[config.mk]
export PLATFORM = sky130hd
export DESIGN_NAME = twiddle_fetch32
export DESIGN_NICKNAME = d
export VERILOG_FILES = /design/src/rtl/twiddle_fetch32_pkg.sv /design/src/rtl/twiddle_cache8.sv /design/src/rtl/twiddle_fetch32.sv
export SDC_FILE = /design/constraint.sdc
export NUM_CORES = 1
export LEC_CHECK = 0
export ABC_AREA = 1
export CAP_MARGIN = 20
export CORE_UTILIZATION = 53
export CTS_CLUSTER_SIZE = 12
export DETAILED_ROUTE_END_ITERATION = 12
export PLACE_DENSITY_LB_ADDON = 0.25
export SLEW_MARGIN = 20
export SYNTH_ARGS = -nofsm -noshare
export SYNTH_HDL_FRONTEND = slang
export SYNTH_SLANG_ARGS = --single-unit
[constraint.sdc]
create_clock -name CLK -period 6.32 [get_ports CLK]
set_clock_uncertainty 0.2 [all_clocks]
set_input_delay 1.264 -clock CLK [delete_from_list [all_inputs] [get_ports CLK]]
set_output_delay 1.264 -clock CLK [all_outputs]
set_load 0.03 [all_outputs]
[src/rtl/twiddle_fetch32_pkg.sv]
`default_nettype none
// ============================================================================
//  Module      : twiddle_fetch32_pkg
//  Description : Shared constants for the fft32 twiddle fetch path. Holds the
//                lane word width, the ROM word count, the ROM latency and hold
//                timing, and the fetch FSM state encodings.
//  Revision    : 1.0  initial release
// ============================================================================
package twiddle_fetch32_pkg;

  // Lane word width: sign, exponent, mantissa. Mirrors `FFTsfpw in parameter.vh.
  localparam int FFT_SFPW    = 9;

  // ROM geometry: 8 words of 4 lanes each make up the 32 twiddles.
  localparam int TW_NWORD    = 8;
  localparam int TW_LANES    = 4;
  localparam int TW_AW       = $clog2(TW_NWORD);

  // ROM timing seen from the START cycle.
  localparam int TW_LAT      = 3;
  localparam int TW_HOLD     = 4;
  localparam int TW_SAMP_OFS = 2;

  // Fetch FSM state encodings.
  typedef logic [2:0] tw_state_t;
  localparam logic [2:0] c_ST_IDLE  = 3'd0;
  localparam logic [2:0] c_ST_KICK  = 3'd1;
  localparam logic [2:0] c_ST_WAIT  = 3'd2;
  localparam logic [2:0] c_ST_CAP   = 3'd3;
  localparam logic [2:0] c_ST_SERVE = 3'd4;

endpackage : twiddle_fetch32_pkg
`default_nettype wire

[src/rtl/twiddle_cache8.sv]
`default_nettype none
// ============================================================================
//  Module      : twiddle_cache8
//  Description : 8-entry register file holding one fetched twiddle set. Each
//                entry is {imag word, real word}. One synchronous write port,
//                one combinational read port. Contents are not reset; the
//                owner tracks validity.
//  Ports       : CLK    in   clock, rising edge
//                we     in   write enable
//                waddr  in   write address (0..7)
//                wdata  in   write data {imag, real}
//                raddr  in   read address (0..7)
//                rdata  out  read data, combinational from raddr
//  Revision    : 1.0  initial release
// ============================================================================
module twiddle_cache8
  import twiddle_fetch32_pkg::*;
#(
  parameter int WIDTH = 2 * FFT_SFPW * TW_LANES
) (
  input  logic                CLK,
  input  logic                we,
  input  logic [TW_AW-1:0]    waddr,
  input  logic [WIDTH-1:0]    wdata,
  input  logic [TW_AW-1:0]    raddr,
  output logic [WIDTH-1:0]    rdata
);

  logic [WIDTH-1:0] r_mem [TW_NWORD];

  always_ff @(posedge CLK) begin
    if (we) begin
      r_mem[waddr] <= wdata;
    end
  end

  assign rdata = r_mem[raddr];

endmodule : twiddle_cache8
`default_nettype wire

[src/rtl/twiddle_fetch32.sv]
`default_nettype none
// ============================================================================
//  Module      : twiddle_fetch32
//  Description : Consumer side of the 32-point twiddle ROM. On LOAD it kicks
//                the ROM with the requested stage, samples the 8 four-lane
//                words into a local cache, then serves them to the butterfly
//                datapath as a valid/ready stream, words 0..7 repeating until
//                the next LOAD.
//  Ports       : CLK         in   clock, rising edge
//                RST         in   asynchronous reset, active low
//                LOAD        in   one-cycle (re)fetch request
//                LOAD_STAGE  in   stage to fetch (0 full set, 1 decimated)
//                START       out  one-cycle kick to the ROM
//                STAGE       out  stage select to the ROM, held per fetch
//                TW_R, TW_I  in   ROM real/imag words, lane0 in the LSBs
//                BUSY        out  fetch in progress
//                LOADED      out  cache holds a complete set
//                O_VLD       out  stream valid
//                O_RDY       in   stream ready
//                O_R, O_I    out  cached twiddle word
//                O_IDX       out  index of the word on O_R/O_I
//                O_LAST      out  high with O_IDX == 7
//  Revision    : 1.0  initial release
// ============================================================================
module twiddle_fetch32 #(
  parameter int NB       = twiddle_fetch32_pkg::FFT_SFPW,
  parameter int TW_LAT   = twiddle_fetch32_pkg::TW_LAT,
  parameter int TW_HOLD  = twiddle_fetch32_pkg::TW_HOLD,
  // Sample point inside each hold window; must be below TW_HOLD.
  parameter int SAMP_OFS = twiddle_fetch32_pkg::TW_SAMP_OFS
) (
  input  logic                 CLK,
  input  logic                 RST,
  input  logic                 LOAD,
  input  logic                 LOAD_STAGE,
  output logic                 START,
  output logic                 STAGE,
  input  logic [NB*4-1:0]      TW_R,
  input  logic [NB*4-1:0]      TW_I,
  output logic                 BUSY,
  output logic                 LOADED,
  output logic                 O_VLD,
  input  logic                 O_RDY,
  output logic [NB*4-1:0]      O_R,
  output logic [NB*4-1:0]      O_I,
  output logic [2:0]           O_IDX,
  output logic                 O_LAST
);

  import twiddle_fetch32_pkg::*;

  localparam int         c_WW        = NB * 4;
  // Clocks spent in WAIT so that the first CAP cycle is the sample cycle of word 0.
  localparam int         c_WAIT_CYC  = TW_LAT - 1 + SAMP_OFS;
  localparam logic [7:0] c_WAIT_LAST = 8'(c_WAIT_CYC - 1);
  localparam logic [7:0] c_HOLD_LAST = 8'(TW_HOLD - 1);
  localparam logic [2:0] c_LAST_WORD = 3'(TW_NWORD - 1);

  tw_state_t         r_state;
  logic              r_stage;
  logic              r_loaded;
  logic              r_vld;
  logic [2:0]        r_idx;    // stream read pointer
  logic [2:0]        r_widx;   // capture write pointer
  logic [7:0]        r_cnt;    // WAIT length counter, then hold-window phase in CAP

  logic              w_we;
  logic              w_xfer;
  logic [2*c_WW-1:0] w_rdata;

  // In CAP, phase 0 of each hold window lines up with the sample offset.
  assign w_we   = (r_state == c_ST_CAP) && (r_cnt == 8'd0);
  assign w_xfer = r_vld && O_RDY;

  always_ff @(posedge CLK or negedge RST) begin
    if (!RST) begin
      r_state  <= c_ST_IDLE;
      r_stage  <= 1'b0;
      r_loaded <= 1'b0;
      r_vld    <= 1'b0;
      r_idx    <= 3'd0;
      r_widx   <= 3'd0;
      r_cnt    <= 8'd0;
    end else begin
      case (r_state)
        c_ST_IDLE: begin
          if (LOAD) begin
            r_state <= c_ST_KICK;
            r_stage <= LOAD_STAGE;
          end
        end

        c_ST_KICK: begin
          r_cnt  <= 8'd0;
          r_widx <= 3'd0;
          if (c_WAIT_CYC == 0) begin
            r_state <= c_ST_CAP;
          end else begin
            r_state <= c_ST_WAIT;
          end
        end

        c_ST_WAIT: begin
          if (r_cnt == c_WAIT_LAST) begin
            r_cnt   <= 8'd0;
            r_state <= c_ST_CAP;
          end else begin
            r_cnt <= r_cnt + 8'd1;
          end
        end

        c_ST_CAP: begin
          if (r_cnt == c_HOLD_LAST) begin
            r_cnt <= 8'd0;
          end else begin
            r_cnt <= r_cnt + 8'd1;
          end
          if (w_we) begin
            if (r_widx == c_LAST_WORD) begin
              r_state  <= c_ST_SERVE;
              r_loaded <= 1'b1;
              r_vld    <= 1'b1;
              r_idx    <= 3'd0;
            end else begin
              r_widx <= r_widx + 3'd1;
            end
          end
        end

        c_ST_SERVE: begin
          // A LOAD on the same edge as a transfer overrides the pointer
          // advance; the transfer itself has still happened on the bus.
          if (LOAD) begin
            r_state  <= c_ST_KICK;
            r_stage  <= LOAD_STAGE;
            r_vld    <= 1'b0;
            r_loaded <= 1'b0;
            r_idx    <= 3'd0;
          end else if (w_xfer) begin
            r_idx <= r_idx + 3'd1;
          end
        end

        default: begin
          r_state  <= c_ST_IDLE;
          r_vld    <= 1'b0;
          r_loaded <= 1'b0;
        end
      endcase
    end
  end

  twiddle_cache8 #(
    .WIDTH (2 * c_WW)
  ) u_cache (
    .CLK   (CLK),
    .we    (w_we),
    .waddr (r_widx),
    .wdata ({TW_I, TW_R}),
    .raddr (r_idx),
    .rdata (w_rdata)
  );

  assign START  = (r_state == c_ST_KICK);
  assign BUSY   = (r_state == c_ST_KICK) || (r_state == c_ST_WAIT) ||
                  (r_state == c_ST_CAP);
  assign STAGE  = r_stage;
  assign LOADED = r_loaded;
  assign O_VLD  = r_vld;
  assign O_IDX  = r_idx;
  assign O_LAST = r_vld && (r_idx == c_LAST_WORD);
  // Cache contents are undefined until a fetch completes, so the data
  // outputs are forced to zero whenever nothing is being offered.
  assign O_R    = r_vld ? w_rdata[c_WW-1:0]      : '0;
  assign O_I    = r_vld ? w_rdata[2*c_WW-1:c_WW] : '0;

endmodule : twiddle_fetch32
`default_nettype wire

==> flow_metrics.py, run 1 <==
metrics = {
    "synth": {
        "ys.flop_type": "edfxtp_1",
        "synth-warning-count": 0,
        "synth_nets": 1955,
        "synth_top_area_share": 0.731,
        "synthArstFlopShare": 0.0319,
        "ys_seq_elements": 595,
        "ys_types": 28,
        "synth_edf_count": 576,
        "synth_cells": 1872,
        "synth.most_common_cell": "edfxtp_1",
        "synth_top_area_cell": "edfxtp_1",
        "syn_area_um2": 23700,
        "postSynthAreaPerCell_um2": 12.6,
        "synthTopCellsByCount": "edfxtp_1 (576), nor2_1 (521), o21ai_0 (225)",
        "ys_seq_area_frac": 0.751,
        "ys_top_cells_by_area": "edfxtp_1 (73%), nor2_1 (8.3%), o21ai_0 (4.8%)",
    },
    "worst_setup_path": {
        "cp.arrival_ns": 3.82,
        "cpPeakStageDelay_ns": 0.79,
        "worst_ep_required_time_ns": 4.86,
        "crit_slowest_cell": "dfrtp_4",
        "reg2reg_to": "u_cache.r_mem[4][33]",
        "worst-path-stages": 7,
        "path_class": "flop to output pin",
        "worstPathMaxFanout": 117,
        "crit_family": "buffers and inverters",
        "cp-end-kind": "output pin",
        "crit_path_cell_trace": "inv_8, buf_12, o21ai_0, o22ai_1, nor2_1, nor2_1, clkdlybuf4s50_1",
        "rrSetupSlack_ns": 2.98,
        "rr_worst_depth": 8,
        "cp-start-kind": "flop",
        "cpMostUsedCell": "nor2_1",
        "rr_startpoint": "r_cnt[0]",
        "cp-startpoint": "O_IDX[0]",
        "cp_num_buf_inv": 3,
        "cp-endpoint": "O_I[18]",
    },
    "global_routing": {
        "grt_pass1_wl_mm": 82.2,
        "grt_overflow_total": 0,
        "first_global_vias": 15000,
        "grt_max_degree": 155,
        "antenna_found_initial": 3,
        "grt_usage": 0.239,
    },
    "sta": {
        "worst_slack_ns": 1.04,
        "hold_slack_ns": 0.320,
        "fin_crit_sh": 0.836,
        "finalCriticalPeriod_ns": 5.28,
        "fmax_mhz": 189,
        "maxSlewViolCount": 0,
        "setup_viol": 0,
        "relSlewSlack": 0.284,
        "hold_viol_final": 0,
        "max_slew.worst_pin.slew_ns": 1.07,
        "rsz0062_at_grt": "no",
    },
    "die": {
        "rows": 77,
        "ios": 158,
        "die_y_um": 213,
        "dieArea_um2": 45500,
        "die_w_um": 213,
        "initial_core_util": 0.536,
        "core-area_um2": 44100,
    },
    "route": {
        "wl_per_cell_um": 20.2,
        "drc": 0,
        "wl_mm": 53.2,
        "vias": 15100,
        "dr.first_iter.drc_count": 1331,
        "avgViaCountPerCell": 5.75,
        "firstDrtPassIters": 6,
        "ant_nets": 0,
    },
    "clocking": {
        "cts_hold_buf": 0,
        "cts.htree.levels": 2,
        "path_clk_slew_ns": 0.06,
        "clk_latency_ns": 0.61,
        "post_cts_buffers": 0,
        "ctsResizeCount": 0,
        "cts_buffers": 59,
        "cts_sinks": 595,
        "ctsRootBufferMaster": "clkbuf_16",
        "clockBufferDepth": 3,
        "cts_tree": "done",
    },
    "finish": {
        "fillCellCount": 3423,
        "num-nets-final": 2082,
        "postLayoutCellArea_um2": 27500,
        "area_delta_synth_final_pct": 16.1,
        "post-route-util": 0.622,
        "layout-drive-gt1-share": 0.0554,
    },
    "placed_design": {
        "port_buffers": 157,
        "place_hpwl_mm": 26.5,
        "globalplace.congestion": 0.769,
        "pre_cts_slack_ns": 1.70,
        "place_area_um2": 25800,
    },
    "pwr": {
        "power_uw": 8580,
        "ir_worst_vdd_v": 0.000228,
        "leakagePower_uw": 0.00900,
        "p_per_area_nw_per_um2": 313,
    },
    "status": {
        "status": "finished, final reports clean",
    },
    "run": {
        "max_cap_violations": 0,
    },
    "min_path": {
        "min_path_type": "flop to flop",
    },
}
## cell type report
| type | instances | area, µm² | area share |
|---|---|---|---|
| tap | 592 | 741 | 0.0270 |
| antenna | 2 | 5.00 | 0.000182 |
| clock buffer | 86 | 1620 | 0.0590 |
| sequential | 595 | 17800 | 0.648 |
| multi-input combinational | 1134 | 5280 | 0.192 |
| timing repair buffer | 185 | 1860 | 0.0676 |
| inverter | 24 | 97.6 | 0.00355 |
| clock inverter | 15 | 77.6 | 0.00283 |
## routing by layer
| metal | vias to the layer above | track usage | part of all wire |
|---|---|---|---|
| met4 | 4 | 0.0783 | 0.022 |
| met3 | 89 | 0.0469 | 0.072 |
| li1 | 7027 | - | - |
| met2 | 516 | 0.406 | 0.49 |
| met5 | - | 0 | 0.00043 |
| met1 | 7509 | 0.308 | 0.42 |
## logic make-up after synthesis
logic type      count (synthesis)  share of synthesized area
buf+inv                       143                     0.0274
compound gates                448                      0.107
fa+ha+maj                       6                    0.00317
flops                         595                      0.751
simple gates                  678                      0.110
xor+xnor                        2                   0.000741
## worst min-delay path, cell delays in order (launching register included)
cell and delay [ns]:
dfrtp_1 0.35, a21oi_1 0.04, nor2_1 0.09
## registers in the layout, indices dropped and copies added (netlist names)
signal	flops
u_cache.r_mem	576
r_cnt	8
O_IDX	3
r_state	3
r_widx	3
O_VLD	1
STAGE	1
## where the power goes
group / internal (µW) / switching, µW / leakage, µW
combinational: 284 / 614 / 0.00274
sequential: 4480 / 76.7 / 0.00543
clock: 1750 / 1380 / 0.000821
## placed cells by master, fill, tap and decap left out, drive strengths merged
master,n
dfrtp,19
clkbuf,86
inv,25
a21oi,3
o21ai,299
clkinv,14
nand3b,1
nor2,524
o22ai,73
ha,6
clkdlybuf4s50,157
nand3,15
nor4,1
o21bai,1
diode,2
nand2,121
buf,28
xor2,2
nand4,7
nor3,9
edfxtp,576
o211ai,72
## through the flow
stage          cells  setup TNS (ns)
5_1_grt         2632               0
3_5_place_dp    2530               0
4_1_cts         2631               0
2_1_floorplan   1872         -226.22
6_report        2633               0
3_3_place_gp    2530               0
## worst min path at each step
stage,startpoint,cells past startpoint,slack [ns],endpoint
floorplan,r_widx[0],2,0.30,r_widx[0]
global placement,STAGE,2,0.30,STAGE
detailed placement,STAGE,2,0.31,STAGE
CTS,STAGE,2,0.32,STAGE
global route,STAGE,2,0.37,STAGE
finish,STAGE,2,0.32,STAGE
Note: power is estimated with default switching activity, not from simulation.
==> run 2: changes to the inputs <==
==> constraint.sdc (replaced) <==
create_clock -name CLK -period 4.3 [get_ports CLK]
set_clock_uncertainty 0.2 [all_clocks]
set_input_delay 0.86 -clock CLK [delete_from_list [all_inputs] [get_ports CLK]]
set_output_delay 0.86 -clock CLK [all_outputs]
set_load 0.03 [all_outputs]
==> flow_metrics.py, run 2 (synthesized netlist as in run 1, its figures left out) <==
metrics = {
    "status": {
        "status": "finished, final reports clean",
    },
    "worst_setup_path": {
        "cpPeakStageDelay_ns": 0.73,
        "crit_slowest_cell": "clkdlybuf4s50_1",
        "worstPathMaxFanout": 38,
        "rr_startpoint": "r_cnt[3]",
        "worst-path-stages": 6,
        "cp-endpoint": "O_I[24]",
        "cp-startpoint": "O_IDX[1]",
        "crit_path_cell_trace": "buf_4, o21ai_0, o22ai_1, nor2_1, nor2_1, clkdlybuf4s50_1",
        "rrSetupSlack_ns": 1.36,
        "cp_num_buf_inv": 2,
        "reg2reg_to": "u_cache.r_mem[4][50]",
        "cp.arrival_ns": 3.09,
        "rr_worst_depth": 6,
        "cpMostUsedCell": "nor2_1",
        "crit_family": "buffers and inverters",
        "cp-end-kind": "output pin",
        "cp-start-kind": "flop",
        "worst_ep_required_time_ns": 3.24,
        "path_class": "flop to output pin",
    },
    "route": {
        "firstDrtPassIters": 5,
        "dr.first_iter.drc_count": 1290,
        "vias": 15000,
        "wl_mm": 53.3,
        "avgViaCountPerCell": 5.70,
        "ant_nets": 0,
        "wl_per_cell_um": 20.2,
        "drc": 0,
    },
    "pwr": {
        "power_uw": 12700,
        "ir_worst_vdd_v": 0.000312,
        "leakagePower_uw": 0.00911,
        "p_per_area_nw_per_um2": 460,
    },
    "clocking": {
        "path_clk_slew_ns": 0.06,
        "cts_buffers": 59,
        "clk_latency_ns": 0.60,
        "cts_hold_buf": 0,
        "ctsResizeCount": 0,
        "cts_tree": "done",
        "cts_sinks": 595,
        "ctsRootBufferMaster": "clkbuf_16",
        "clockBufferDepth": 3,
        "cts.htree.levels": 2,
        "post_cts_buffers": 0,
    },
    "sta": {
        "tns_ns": 0,
        "hold_viol_final": 0,
        "rsz0062_at_grt": "no",
        "maxSlewViolCount": 0,
        "setup_viol": 0,
        "worst_slack_ns": 0.148,
        "max_slew.worst_pin.slew_ns": 0.911,
        "fin_crit_sh": 0.966,
        "fmax_mhz": 241,
        "finalCriticalPeriod_ns": 4.15,
        "relSlewSlack": 0.391,
    },
    "min_path": {
        "min_path_type": "flop to flop",
        "hold_depth": 2,
    },
    "placed_design": {
        "globalplace.congestion": 0.768,
        "port_buffers": 157,
        "place_inst": 2542,
        "place_hpwl_mm": 27.5,
        "pre_cts_slack_ns": 0.797,
    },
    "global_routing": {
        "first_global_vias": 15100,
        "antenna_found_initial": 6,
        "grt_usage": 0.239,
        "grt_max_degree": 135,
        "grt_pass1_wl_mm": 82.6,
        "grt_overflow_total": 0,
    },
    "finish": {
        "layout-drive-gt1-share": 0.0621,
        "final_cells": 2638,
        "num-nets-final": 2094,
        "largest_reg_flops": 576,
        "top_register": "u_cache.r_mem",
        "area_delta_synth_final_pct": 17.0,
        "post-route-util": 0.627,
        "layout_commonest_cell": "edfxtp_1",
        "reg.largest.list": "u_cache.r_mem x576, r_cnt x8",
        "layout_common_cells": "edfxtp_1 (576), nor2_1 (521), o21ai_0 (225)",
    },
    "die": {
        "ios": 158,
        "die_w_um": 213,
        "rows": 77,
        "dieArea_um2": 45500,
        "initial_core_util": 0.536,
        "die_y_um": 213,
        "core-area_um2": 44100,
    },
    "run": {
        "max_cap_violations": 0,
    },
}
==> run 2: where the power goes <==
| group | leakage [µW] | internal [µW] | switching (µW) |
|---|---|---|---|
| Combinational | 0.00284 | 439 | 945 |
| Clock | 0.000843 | 2690 | 1990 |
| Sequential | 0.00543 | 6580 | 83.5 |
==> run 2: layer usage <==
layer	GRT usage	wire (µm)
met4	0.0719	1100
met3	0.0428	3610
met2	0.398	25900
met1	0.322	22700
met5	0	44
==> run 2: worst min path at each step <==
stage	to	start
after global placement	STAGE	STAGE
after global routing	STAGE	STAGE
after floorplan	r_widx[0]	r_widx[0]
after CTS	STAGE	STAGE
final	STAGE	STAGE
after detailed placement	STAGE	STAGE
==> run 2: area by class of cell <==
cell class                 count  area, µm²
antenna                        2       5.00
clock buffer                  81       1650
clock inverter                13       77.6
fill                        3379      16400
inverter                      24       97.6
multi-input combinational   1134       5320
sequential                   595      17800
tap                          592        741
timing repair buffer         197       2000
==> run 2: through the flow <==
step,cell area (µm²),hold WS (ns)
after CTS,27700,0.341
after global routing,27700,0.386
after global placement,25900,0.321
after detailed placement,25900,0.328
after floorplan,23700,0.300
final,27700,0.337
==> run 2: tightest hold or removal path, cell delays in order (launching register included) <==
cell and delay (ns):
dfrtp_1 0.36, a21oi_1 0.05, nor2_1 0.09
==> run 3: changes to the inputs <==
--- a/config.mk
+++ b/config.mk
@@ -7,11 +7,12 @@
 export LEC_CHECK = 0
 export ABC_AREA = 1
 export CAP_MARGIN = 20
-export CORE_UTILIZATION = 53
+export CORE_UTILIZATION = 59
 export CTS_CLUSTER_SIZE = 12
 export DETAILED_ROUTE_END_ITERATION = 12
 export PLACE_DENSITY_LB_ADDON = 0.25
-export SLEW_MARGIN = 20
+export SLEW_MARGIN = 0
 export SYNTH_ARGS = -nofsm -noshare
 export SYNTH_HDL_FRONTEND = slang
 export SYNTH_SLANG_ARGS = --single-unit
+export TNS_END_PERCENT = 30
==> constraint.sdc (replaced) <==
create_clock -name CLK -period 5.4 [get_ports CLK]
set_clock_uncertainty 0.2 [all_clocks]
set_input_delay 1.08 -clock CLK [delete_from_list [all_inputs] [get_ports CLK]]
set_output_delay 1.08 -clock CLK [all_outputs]
set_load 0.03 [all_outputs]
==> flow_metrics.py, run 3 (synthesized netlist as in run 1, its figures left out) <==
metrics = {
    "placed_design": {
        "place_inst": 2458,
        "globalplace.congestion": 0.776,
        "pre_cts_slack_ns": 1.27,
        "place_hpwl_mm": 26.6,
        "port_buffers": 157,
        "place_area_um2": 25700,
    },
    "worst_setup_path": {
        "cpMostUsedCell": "nor2_1",
        "path_class": "flop to output pin",
        "rrSetupSlack_ns": 2.46,
        "cpPeakStageDelay_ns": 0.71,
        "cp-start-kind": "flop",
        "cp-startpoint": "O_IDX[0]",
        "worst_ep_required_time_ns": 4.12,
        "cp_num_buf_inv": 3,
        "rr_worst_depth": 7,
        "crit_path_cell_trace": "inv_8, buf_4, o21ai_0, o22ai_1, nor2_1, nor2_1, clkdlybuf4s50_1",
        "cp.arrival_ns": 3.52,
        "cp-endpoint": "O_I[29]",
        "worst-path-stages": 7,
        "crit_slowest_cell": "clkdlybuf4s50_1",
        "rr_startpoint": "r_cnt[0]",
        "crit_family": "buffers and inverters",
        "cp-end-kind": "output pin",
        "reg2reg_to": "u_cache.r_mem[7][31]",
        "worstPathMaxFanout": 102,
    },
    "clocking": {
        "cts_tree": "done",
        "cts.htree.levels": 2,
        "cts_buffers": 58,
        "post_cts_buffers": 0,
        "ctsRootBufferMaster": "clkbuf_16",
        "clk_latency_ns": 0.59,
        "path_clk_slew_ns": 0.06,
        "ctsResizeCount": 0,
        "cts_hold_buf": 0,
        "cts_sinks": 595,
        "clockBufferDepth": 3,
    },
    "route": {
        "firstDrtPassIters": 8,
        "drc": 0,
        "avgViaCountPerCell": 5.93,
        "vias": 15100,
        "wl_mm": 52.2,
        "dr.first_iter.drc_count": 1412,
        "wl_per_cell_um": 20.5,
        "ant_nets": 0,
    },
    "finish": {
        "post-route-util": 0.699,
        "diodes": 0,
        "layout_common_cells": "edfxtp_1 (576), nor2_1 (521), o21ai_0 (225)",
        "top_register": "u_cache.r_mem",
        "postLayoutCellArea_um2": 27300,
        "final_cells": 2551,
        "num-nets-final": 2083,
        "area_delta_synth_final_pct": 15.6,
        "layout_commonest_cell": "edfxtp_1",
        "reg.largest.list": "u_cache.r_mem x576, r_cnt x8",
        "largest_reg_flops": 576,
        "layout-drive-gt1-share": 0.0566,
    },
    "global_routing": {
        "grt_pass1_wl_mm": 81.4,
        "grt_overflow_total": 0,
        "first_global_vias": 15000,
        "antenna_found_initial": 0,
        "grt_usage": 0.259,
        "grt_max_degree": 138,
    },
    "sta": {
        "fin_crit_sh": 0.888,
        "rsz0062_at_grt": "no",
        "fmax_mhz": 208,
        "finalCriticalPeriod_ns": 4.80,
        "setup_viol": 0,
        "relSlewSlack": 0.270,
        "max_slew.worst_pin.slew_ns": 1.09,
        "maxSlewViolCount": 0,
        "hold_viol_final": 0,
        "worst_slack_ns": 0.604,
    },
    "run": {
        "max_cap_violations": 0,
    },
    "die": {
        "die_y_um": 202,
        "core-area_um2": 39100,
        "dieArea_um2": 40900,
        "initial_core_util": 0.605,
        "die_w_um": 202,
        "ios": 158,
        "rows": 72,
    },
    "pwr": {
        "ir_worst_vdd_v": 0.000263,
        "leakagePower_uw": 0.00898,
        "p_per_area_nw_per_um2": 365,
    },
    "status": {
        "status": "finished, final reports clean",
    },
    "min_path": {
        "min_path_type": "flop to flop",
    },
}
[run 3: cell types whose count changed in the layout (fill, tap and decap cells not counted)]
| cell | previous run | this run |
|---|---|---|
| buf_12 | 10 | 9 |
| buf_4 | 30 | 21 |
| bufinv_16 | 1 | 0 |
| clkbuf_1 | 15 | 26 |
| clkbuf_16 | 61 | 59 |
| clkbuf_8 | 5 | 2 |
| clkinv_1 | 10 | 0 |
| clkinv_2 | 2 | 5 |
| diode_2 | 2 | 0 |
| inv_6 | 0 | 1 |
| nor3_2 | 0 | 8 |
| nor3_4 | 8 | 0 |
[run 3: stage by stage]
step	hold slack, ns	power [µW]	setup TNS (ns)
floorplan	0.300	6130	-782.55
global placement	0.291	6450	0
detailed placement	0.310	6490	0
CTS	0.322	10000	0
global route	0.344	10300	0
finish	0.321	9980	0
[run 3: worst min path at each step]
stage                     startpoint   endpoint  slack, ns  cells past startpoint
after global placement         STAGE      STAGE       0.29                      2
final                          STAGE      STAGE       0.32                      2
after global routing           STAGE      STAGE       0.34                      2
after floorplan            r_widx[0]  r_widx[0]       0.30                      2
after CTS                      STAGE      STAGE       0.32                      2
after detailed placement       STAGE      STAGE       0.31                      2
[run 3: cell type report]
class / instances / area [µm²]
Sequential cell: 595 / 17800
Fill cell: 2654 / 11800
Clock buffer: 87 / 1600
Inverter: 24 / 97.6
Tap cell: 518 / 648
Multi-Input combinational cell: 1134 / 5270
Clock inverter: 6 / 33.8
Timing Repair Buffer: 187 / 1910
[run 3: report_power, final]
group / total, µW / internal (µW) / switching (µW)
clock network: 3580 / 2020 / 1570
registers: 5320 / 5240 / 76.6
logic: 1080 / 340 / 739
[run 3: worst register-to-register path, cell delays in order (launching register included)]
cell and delay (ns):
dfrtp_1 0.40, inv_1 0.10, ha_1 0.15, nand2_1 0.11, nor2_2 0.25, nand3_1 0.24
nor3_2 0.19, buf_4 0.86
[run 3: metal layers]
metal,up-vias,share of wire,track usage
li1,7009,-,-
met1,7437,0.42,0.357
met2,573,0.49,0.426
met3,97,0.070,0.0379
met4,0,0.023,0.0862
met5,-,0,0
